===== src/rtl/udma_i2c_slave.sv =====
// I2C target engine for the uDMA I2C peripheral: acknowledges its own 7-bit address,
// streams master writes to the RX channel and serves master reads from the TX channel.
module udma_i2c_slave #(
  parameter int SYNC_STAGES = 2
) (
  input  logic       clk_i,
  input  logic       rstn_i,
  input  logic       sw_rst_i,
  input  logic       cfg_en_i,
  input  logic [6:0] cfg_addr_i,
  input  logic       scl_i,
  input  logic       sda_i,
  output logic       sda_o,
  output logic       sda_oe,
  output logic [7:0] data_rx_o,
  output logic       data_rx_valid_o,
  input  logic       data_rx_ready_i,
  input  logic [7:0] data_tx_i,
  input  logic       data_tx_valid_i,
  output logic       data_tx_ready_o,
  output logic       evt_start_o,
  output logic       evt_stop_o,
  output logic       err_o
);

  typedef enum logic [2:0] {
    IDLE, ADDR, ADDR_ACK, WR_DATA, WR_ACK, RD_DATA, RD_ACK, IGNORE
  } state_t;

  state_t                 state;
  logic [SYNC_STAGES-1:0] scl_sync, sda_sync;
  logic                   scl_d, sda_d;
  logic                   scl_s, sda_s;
  logic                   scl_rise, scl_fall, start_det, stop_det;
  logic [6:0]             sr;
  logic [2:0]             cnt;
  logic                   rw, ld;
  logic [7:0]             tx_byte;

  assign sda_o = 1'b0;

  // Sync flops idle high so an idle bus never produces a spurious edge out of reset.
  always_ff @(posedge clk_i or negedge rstn_i) begin
    if (!rstn_i) begin
      scl_sync <= '1;
      sda_sync <= '1;
      scl_d    <= 1'b1;
      sda_d    <= 1'b1;
    end else begin
      scl_sync <= {scl_sync[SYNC_STAGES-2:0], scl_i};
      sda_sync <= {sda_sync[SYNC_STAGES-2:0], sda_i};
      scl_d    <= scl_sync[SYNC_STAGES-1];
      sda_d    <= sda_sync[SYNC_STAGES-1];
    end
  end

  assign scl_s     = scl_sync[SYNC_STAGES-1];
  assign sda_s     = sda_sync[SYNC_STAGES-1];
  assign scl_rise  = scl_s & ~scl_d;
  assign scl_fall  = ~scl_s & scl_d;
  assign start_det = scl_s & scl_d & sda_d & ~sda_s;
  assign stop_det  = scl_s & scl_d & ~sda_d & sda_s;
  assign tx_byte   = data_tx_valid_i ? data_tx_i : 8'hFF;

  always_ff @(posedge clk_i or negedge rstn_i) begin
    if (!rstn_i) begin
      state           <= IDLE;
      sr              <= '0;
      cnt             <= '0;
      rw              <= 1'b0;
      ld              <= 1'b0;
      sda_oe          <= 1'b0;
      data_rx_o       <= '0;
      data_rx_valid_o <= 1'b0;
      data_tx_ready_o <= 1'b0;
      evt_start_o     <= 1'b0;
      evt_stop_o      <= 1'b0;
      err_o           <= 1'b0;
    end else if (sw_rst_i || !cfg_en_i) begin
      state           <= IDLE;
      sr              <= '0;
      cnt             <= '0;
      rw              <= 1'b0;
      ld              <= 1'b0;
      sda_oe          <= 1'b0;
      data_rx_o       <= '0;
      data_rx_valid_o <= 1'b0;
      data_tx_ready_o <= 1'b0;
      evt_start_o     <= 1'b0;
      evt_stop_o      <= 1'b0;
      err_o           <= 1'b0;
    end else begin
      data_tx_ready_o <= 1'b0;
      evt_start_o     <= 1'b0;
      evt_stop_o      <= 1'b0;
      err_o           <= 1'b0;
      // Clear first so a same-cycle set further down takes priority.
      if (data_rx_valid_o && data_rx_ready_i) data_rx_valid_o <= 1'b0;

      if (start_det) begin
        state       <= ADDR;
        cnt         <= '0;
        ld          <= 1'b0;
        sda_oe      <= 1'b0;
        evt_start_o <= 1'b1;
      end else if (stop_det) begin
        state      <= IDLE;
        cnt        <= '0;
        ld         <= 1'b0;
        sda_oe     <= 1'b0;
        evt_stop_o <= 1'b1;
      end else begin
        case (state)
          ADDR: if (scl_rise) begin
            sr <= {sr[5:0], sda_s};
            if (cnt == 3'd7) begin
              cnt <= '0;
              rw  <= sda_s;
              if (sr == cfg_addr_i && cfg_addr_i != 7'd0) state <= ADDR_ACK;
              else                                        state <= IGNORE;
            end else cnt <= cnt + 3'd1;
          end
          // sda_oe doubles as the ACK phase flag: first fall drives, second fall ends the slot.
          ADDR_ACK: if (scl_fall) begin
            if (!sda_oe) sda_oe <= 1'b1;
            else begin
              cnt <= '0;
              if (rw) begin
                state           <= RD_DATA;
                sr              <= tx_byte[6:0];
                sda_oe          <= ~tx_byte[7];
                data_tx_ready_o <= data_tx_valid_i;
                err_o           <= ~data_tx_valid_i;
              end else begin
                state  <= WR_DATA;
                sda_oe <= 1'b0;
              end
            end
          end
          WR_DATA: if (scl_rise) begin
            sr <= {sr[5:0], sda_s};
            if (cnt == 3'd7) begin
              cnt <= '0;
              if (data_rx_valid_o) begin
                err_o <= 1'b1;
                state <= IGNORE;
              end else begin
                data_rx_o       <= {sr, sda_s};
                data_rx_valid_o <= 1'b1;
                state           <= WR_ACK;
              end
            end else cnt <= cnt + 3'd1;
          end
          WR_ACK: if (scl_fall) begin
            if (!sda_oe) sda_oe <= 1'b1;
            else begin
              sda_oe <= 1'b0;
              state  <= WR_DATA;
            end
          end
          RD_DATA: if (scl_fall) begin
            if (ld) begin
              ld              <= 1'b0;
              cnt             <= '0;
              sr              <= tx_byte[6:0];
              sda_oe          <= ~tx_byte[7];
              data_tx_ready_o <= data_tx_valid_i;
              err_o           <= ~data_tx_valid_i;
            end else if (cnt == 3'd7) begin
              cnt    <= '0;
              sda_oe <= 1'b0;
              state  <= RD_ACK;
            end else begin
              sr     <= {sr[5:0], 1'b0};
              sda_oe <= ~sr[6];
              cnt    <= cnt + 3'd1;
            end
          end
          // Master ACK arms a load on the falling edge that closes the ACK slot.
          RD_ACK: if (scl_rise) begin
            if (sda_s) state <= IGNORE;
            else begin
              state <= RD_DATA;
              ld    <= 1'b1;
            end
          end
          default: ;
        endcase
      end
    end
  end

endmodule


===== config.mk =====
export PLATFORM = sky130hd
export DESIGN_NAME = udma_i2c_slave
export DESIGN_NICKNAME = d
export VERILOG_FILES = /design/src/rtl/udma_i2c_slave.sv
export SDC_FILE = /design/constraint.sdc
export NUM_CORES = 1
export LEC_CHECK = 0
export CORE_MARGIN = 2
export CORE_UTILIZATION = 25
export CTS_CLUSTER_SIZE = 30
export DETAILED_ROUTE_END_ITERATION = 12
export PLACE_DENSITY = 0.4
export SETUP_SLACK_MARGIN = 0.15
export SLEW_MARGIN = 0
export SYNTH_ARGS = -nofsm -noshare
export SYNTH_HDL_FRONTEND = slang
export SYNTH_SLANG_ARGS = --single-unit

===== constraint.sdc =====
create_clock -name clk_i -period 2.27 [get_ports clk_i]
set_clock_uncertainty 0.2 [all_clocks]
set_input_delay 0.5675 -clock clk_i [delete_from_list [all_inputs] [get_ports clk_i]]
set_output_delay 0.5675 -clock clk_i [all_outputs]
set_load 0.05 [all_outputs]

==> out/metrics.csv <==
stage,metric,value,unit
synth,ys_warn_count,0,
power,finalPower,1.38,mW
cells_and_area,fill_cells,811,
floorplan,num_io_pins,38,
synth,synthFlopType,dfrtp_1,
worst_setup_path,cp_cell_sequence,and3b_1 -> a21oi_1 -> a32oi_2 -> nor2_1 -> mux2_2,
power,power_leakage,1.04,nW
clock_tree,cts_buffers,5,
status,status,completed,
clock_tree,cts_max_level,2,
timing,tns,0,ns
drt,drt-pass1-iter-count,4,
synth,yosys-top-cells-count,"dfrtp_1 (29), nand2_1 (21), a21oi_1 (16), nor2_1 (16)",
worst_setup_path,crit_required,2.24,ns
clock_tree,clock_sinks,35,
worst_setup_path,start_kind,flip-flop,
cells_and_area,syn2layout_area_growth,34.7,%
cells_and_area,fin_nets,294,
worst_setup_path,r2r_start,scl_sync[1],
clock_tree,holdBufCountCts,0,
placement,dp_worst_setup_slack,-0.0233,ns
worst_setup_path,crit_start,scl_sync[1],
timing,fin_crit,2.01,ns
worst_setup_path,crit_end,state[0],
grt,grt_usage,14.3,%
power,vdd_ir_drop_max,185,uV
clock_tree,root_buffer,clkbuf_8,
drt,vias_per_cell,4.80,
floorplan,start_util,25.8,%
synth,synthArstFlopShare,100,%
synth,synth_most_common_cell,dfrtp_1,
grt,antenna_found_initial,0,
synth,synth_top_area_share,36.5,%
drt,drc,0,
timing,setup_viol,0,
power,power.density,515,nW/um2
synth,ys_ff_latch,35,
drt,ant_nets,0,
synth,synth-edff-count,0,
timing,timing.final.crit_share,88.7,%
job,cap_violations,0,
worst_setup_path,reg2reg_depth,5,
synth,yosys-top-cells-area,"dfrtp_1 (36%), dfstp_2 (7.9%), mux2i_1 (5.5%), a21oi_1 (4.0%), nand2_1 (4.0%)",
floorplan,design.die.area,8690,um2
timing,fmax,497,MHz
synth,yosysSeqAreaShare,44.4,%
cells_and_area,diodes,0,
placement,placed_area,2520,um2
worst_setup_path,critPathArrivalTime,1.98,ns
hold_path,min_path_type,in -> async,
synth,syn_nets,242,
clock_tree,clock_latency,0.29,ns
drt,wl,5980,um
worst_setup_path,critPathSlowestCell,dfstp_2,
floorplan,core_area,7730,um2
drt,avgRoutedWirePerCell,16.1,um
worst_setup_path,slowest_delay,0.59,ns
synth,syn_area,1990,um2
worst_setup_path,crit_path_max_fanout,7,
synth,netlist_instances,217,
placement,dpl.hpwl,4240,um
worst_setup_path,r2r-end,state[0],
timing,hold_violations,0,
drt,drtIter0Drc,160,
grt,grt_pass1_vias,1770,
cells_and_area,finalInstanceArea,2680,um2
grt,grt_overflow,0,
grt,grt_start_max_net_pins,36,
worst_setup_path,worstSetupPathType,reg -> reg,
floorplan,die_h,93.2,um
clock_tree,clk_path_buf_depth,2,
floorplan,die_x,93.2,um
timing,setup_ws,0.257,ns
worst_setup_path,critPathCaptureType,flip-flop,
grt,grt_pass1_wl,9560,um
clock_tree,tritoncts,yes,
placement,routabilityCongestion,0.791,
synth,ys_types,49,
timing,final_max_slew_viol_count,0,
cells_and_area,fin_util,34.7,%
placement,numPortBuffers,36,
clock_tree,clkTransAtPathRegs,0.08,ns
synth,yosysTopAreaCell,dfrtp_1,
synth,syn_avg_cell_area,9.17,um2
cells_and_area,drive_gt1_share,23.0,%
timing,rsz0062_at_grt,yes,
floorplan,rows,32,
drt,vias,1785,
worst_setup_path,reg2reg_slack,0.26,ns
[report_power, final]
group / total [mW] / internal [mW] / switching, mW / leakage, nW
clock: 0.514 / 0.277 / 0.237 / 0.0515
sequential: 0.655 / 0.638 / 0.0162 / 0.465
combinational: 0.213 / 0.0998 / 0.113 / 0.525
total: 1.38 / 1.02 / 0.366 / 1.04
[flip-flops by register name, indices dropped and copies added (netlist names), 2 cells and up]
| signal | flops |
|---|---|
| state | 3 |
| sr | 7 |
| cnt | 3 |
| sda_sync | 2 |
| scl_sync | 2 |
| data_rx_o | 8 |
[cells in the final DEF (no fill, tap or decap), types with 4 or more instances in the layout]
| cell | synthesis | layout |
|---|---|---|
| buf_4 | 2 | 35 |
| dfrtp_1 | 29 | 28 |
| nand2_1 | 21 | 21 |
| clkdlybuf4s50_1 | 0 | 21 |
| nor2_1 | 16 | 16 |
| a21oi_1 | 16 | 16 |
| o21ai_0 | 11 | 11 |
| mux2i_1 | 11 | 11 |
| nand3_1 | 10 | 9 |
| nor3_1 | 10 | 9 |
| nand2b_1 | 7 | 7 |
| nand4_1 | 7 | 7 |
| xnor2_1 | 7 | 7 |
| clkbuf_8 | 0 | 7 |
| nand3b_1 | 6 | 6 |
| dfstp_2 | 6 | 6 |
| nor2b_1 | 5 | 5 |
| nor3b_1 | 4 | 4 |
[per-layer routing]
layer  vias to the layer above  GRT usage [%]  wire, um
met5                         -              0         0
met2                        42           22.1      2760
met3                         9           2.26       187
met4                         0           4.78        89
li1                        885              -         -
met1                       849           20.3      2940
[worst min path at each step]
stage,from,to,slack (ns),cells after the start
floorplan,rstn_i,cnt[0],0.07,0
global placement,scl_sync[0],scl_sync[1],0.15,0
detailed placement,sda_sync[0],sda_sync[1],0.15,0
CTS,rstn_i,ld,0.13,2
global route,sda_sync[0],sda_sync[1],0.16,0
finish,rstn_i,ld,0.12,2
[what timing repair did]
item / CTS / global route
pin swaps: 0 / 2
gates resized for setup: 1 / 12
setup buffers: 0 / 2
cloned: 0 / 1
setup endpoints to repair: 9 / 18
[cells by family after synthesis]
logic type	count (synthesis)	synth area share, %
AO/OA/AOI/OAI	46	14.8
XOR/XNOR	8	3.52
adder cells (fa/ha/maj)	2	1.26
buffers and inverters	15	3.65
flip-flops	35	44.4
multiplexers	12	6.10
other	1	0.188
AND/OR/NAND/NOR	98	26.1
[critical path: cells and delay by family (launching register included)]
kind               cells  cell delay (ns)
muxes                  1             0.35
and+or+nand+nor        2             0.41
DFF                    1             0.59
AOI/OAI and AO/OA      2             0.35
[cell type report]
| class | instances | area (um2) | area share [%] |
|---|---|---|---|
| well taps | 102 | 128 | 4.76 |
| repair buffers | 58 | 489 | 18.2 |
| flip-flops and latches | 35 | 885 | 33.0 |
| clock buffers | 8 | 100 | 3.73 |
| inverters | 2 | 7.51 | 0.280 |
| multi-input cells | 167 | 1070 | 40.0 |
[metrics by stage]
| step | instances | hold slack [ns] |
|---|---|---|
| CTS | 369 | 0.129 |
| global route | 372 | 0.159 |
| global placement | 361 | 0.145 |
| finish | 372 | 0.117 |
| detailed placement | 361 | 0.147 |
| floorplan | 217 | 0.0719 |
Power figures use the tool's default switching activity.
==> edit: new RTL, same flow settings <==
Change the parameter `SYNC_STAGES` from 2 to 4.
--- a/src/rtl/udma_i2c_slave.sv
+++ b/src/rtl/udma_i2c_slave.sv
@@ -1,7 +1,7 @@
 // I2C target engine for the uDMA I2C peripheral: acknowledges its own 7-bit address,
 // streams master writes to the RX channel and serves master reads from the TX channel.
 module udma_i2c_slave #(
-  parameter int SYNC_STAGES = 2
+  parameter int SYNC_STAGES = 4
 ) (
   input  logic       clk_i,
   input  logic       rstn_i,
Behaviour: not the same (a bounded check fails within 4 cycles, from zero or initial values and one cycle with rstn_i low).
==> edit against the unedited design <==
Fmax up 0.24%; power up 11%; sequential cell count up 4; largest power group unchanged; worst setup slack better by 4.8 ps; synthesized cell count up 0.46%; area after synthesis up 7.7%; cell area up 6.5%; wire length down 1.3%; global-route usage down 1.5 points.
==> edit: results (changes against the unedited design) <==
[grt]
grt_max_degree=24  ; -33%
grt_pass1_wl_um=9494  ; -0.65%
grt_usage_pct=12.75  ; -1.5 points
first_global_vias=1736  ; -1.9%

[setup_path]
cp-startpoint=scl_d
r2r-end=state[1]
worstPathMaxFanout=8  ; +1
reg2reg_depth=5  ; unchanged

[power_and_ir_drop]
ir_worst_vdd_mv=0.3283  ; +77%
p_leak_uw=0.001225  ; +18%
power.net_switching_uw=384.6  ; +5.1%

[min_path]
holdPathStages=0
hold_path.class=reg2reg

[synth]
synth.area.top_cells=dfrtp_1, dfstp_2, mux2i_1
synth.avg_cell_area_sq_um=9.837  ; +7.2%
ys_top_cells_by_count=dfrtp_1, nor2_1, a21oi_1, mux2i_1, nand3_1
ys_seq_area_share_pct=46.09  ; +1.7 points
syn_nets=243  ; +0.41%
yosysWarnings=0  ; unchanged

[outcome]
status=completed

[cts]
post_cts_buffers=0  ; unchanged

[placement]
dp.cells=365  ; +1.1%
place_hpwl_um=4481  ; +5.6%
port_buffers=36  ; unchanged
gp_congestion=0.8248  ; +4.3%

[routing]
vias=1776  ; -0.50%
routed_wl_um=5902  ; -1.3%
drt_first_iter_violations=73  ; -54%
wl_per_cell_um=15.78  ; -1.8%

[cells_and_area]
final_layout_size_suffix_gt1_share_pct=24.16  ; +1.2 points
num-nets-final=293  ; -0.34%
diodes=0  ; unchanged

==> edit: through the flow <==
stage	setup slack, ps	area [sq um]	hold WS [ps]	utilization [%]
CTS	188.1	2853	161.1	34.55
detailed placement	42.28	2729	147.0	33.05
global route	133.1	2856	162.5	34.59
global placement	69.87	2729	146.3	33.05
floorplan	405.2	2145	71.91	-
finish	261.9	2856	158.9	34.59
==> edit: what timing repair did <==
action | in CTS | in global routing
hold buffers | 1 | 0
gates resized for setup | 1 | 2
setup endpoints to repair | 1 | 2
endpoints found under the hold margin | 3 | 0
==> edit: layout make-up <==
type                    instances  area, sq um
fillers                       880         5401
multi-input cells             159         1067
flip-flops and latches         39        989.7
repair buffers                 60        541.8
well taps                     105        131.4
clock buffers                   5        68.82
clock inverters                 3        46.29
inverters                       3        11.26
==> edit: kinds of logic (layout without fill, tap and decap cells) <==
group / Yosys count / in the layout / synth area share, %
and+or+nand+nor: 85 / 85 / 22.52
buffers and inverters: 20 / 71 / 4.259
DFF: 39 / 39 / 46.09
adders and majority gates: 3 / 3 / 1.692
AOI/OAI and AO/OA: 50 / 50 / 16.39
other: 1 / 1 / 0.1749
muxes: 12 / 12 / 5.601
xor gates and xnor gates: 8 / 8 / 3.267
==> edit: worst max path at each step <==
stage | endpoint | cells after the start
after global routing | state[1] | 5
after floorplan | err_o | 5
after CTS | state[1] | 6
final | state[1] | 5
after global placement | ld | 5
after detailed placement | ld | 5
==> edit: power by group through the flow <==
stage / Sequential (uW) / Clock [uW] / Combinational, uW
after global routing: 737 / 655 / 215
after floorplan: 737 / 0 / 96.3
final: 735 / 599 / 196
after CTS: 735 / 626 / 199
after detailed placement: 748 / 0 / 197
after global placement: 747 / 0 / 198
==> edit: per-layer routing <==
layer | share of wire (%) | GRT usage, % | wire length, um
met5 | 0 | 0 | 0
met3 | 3.5 | 2.529 | 208
met4 | 0.42 | 3.250 | 25
met2 | 44 | 17.79 | 2623
met1 | 52 | 19.93 | 3044
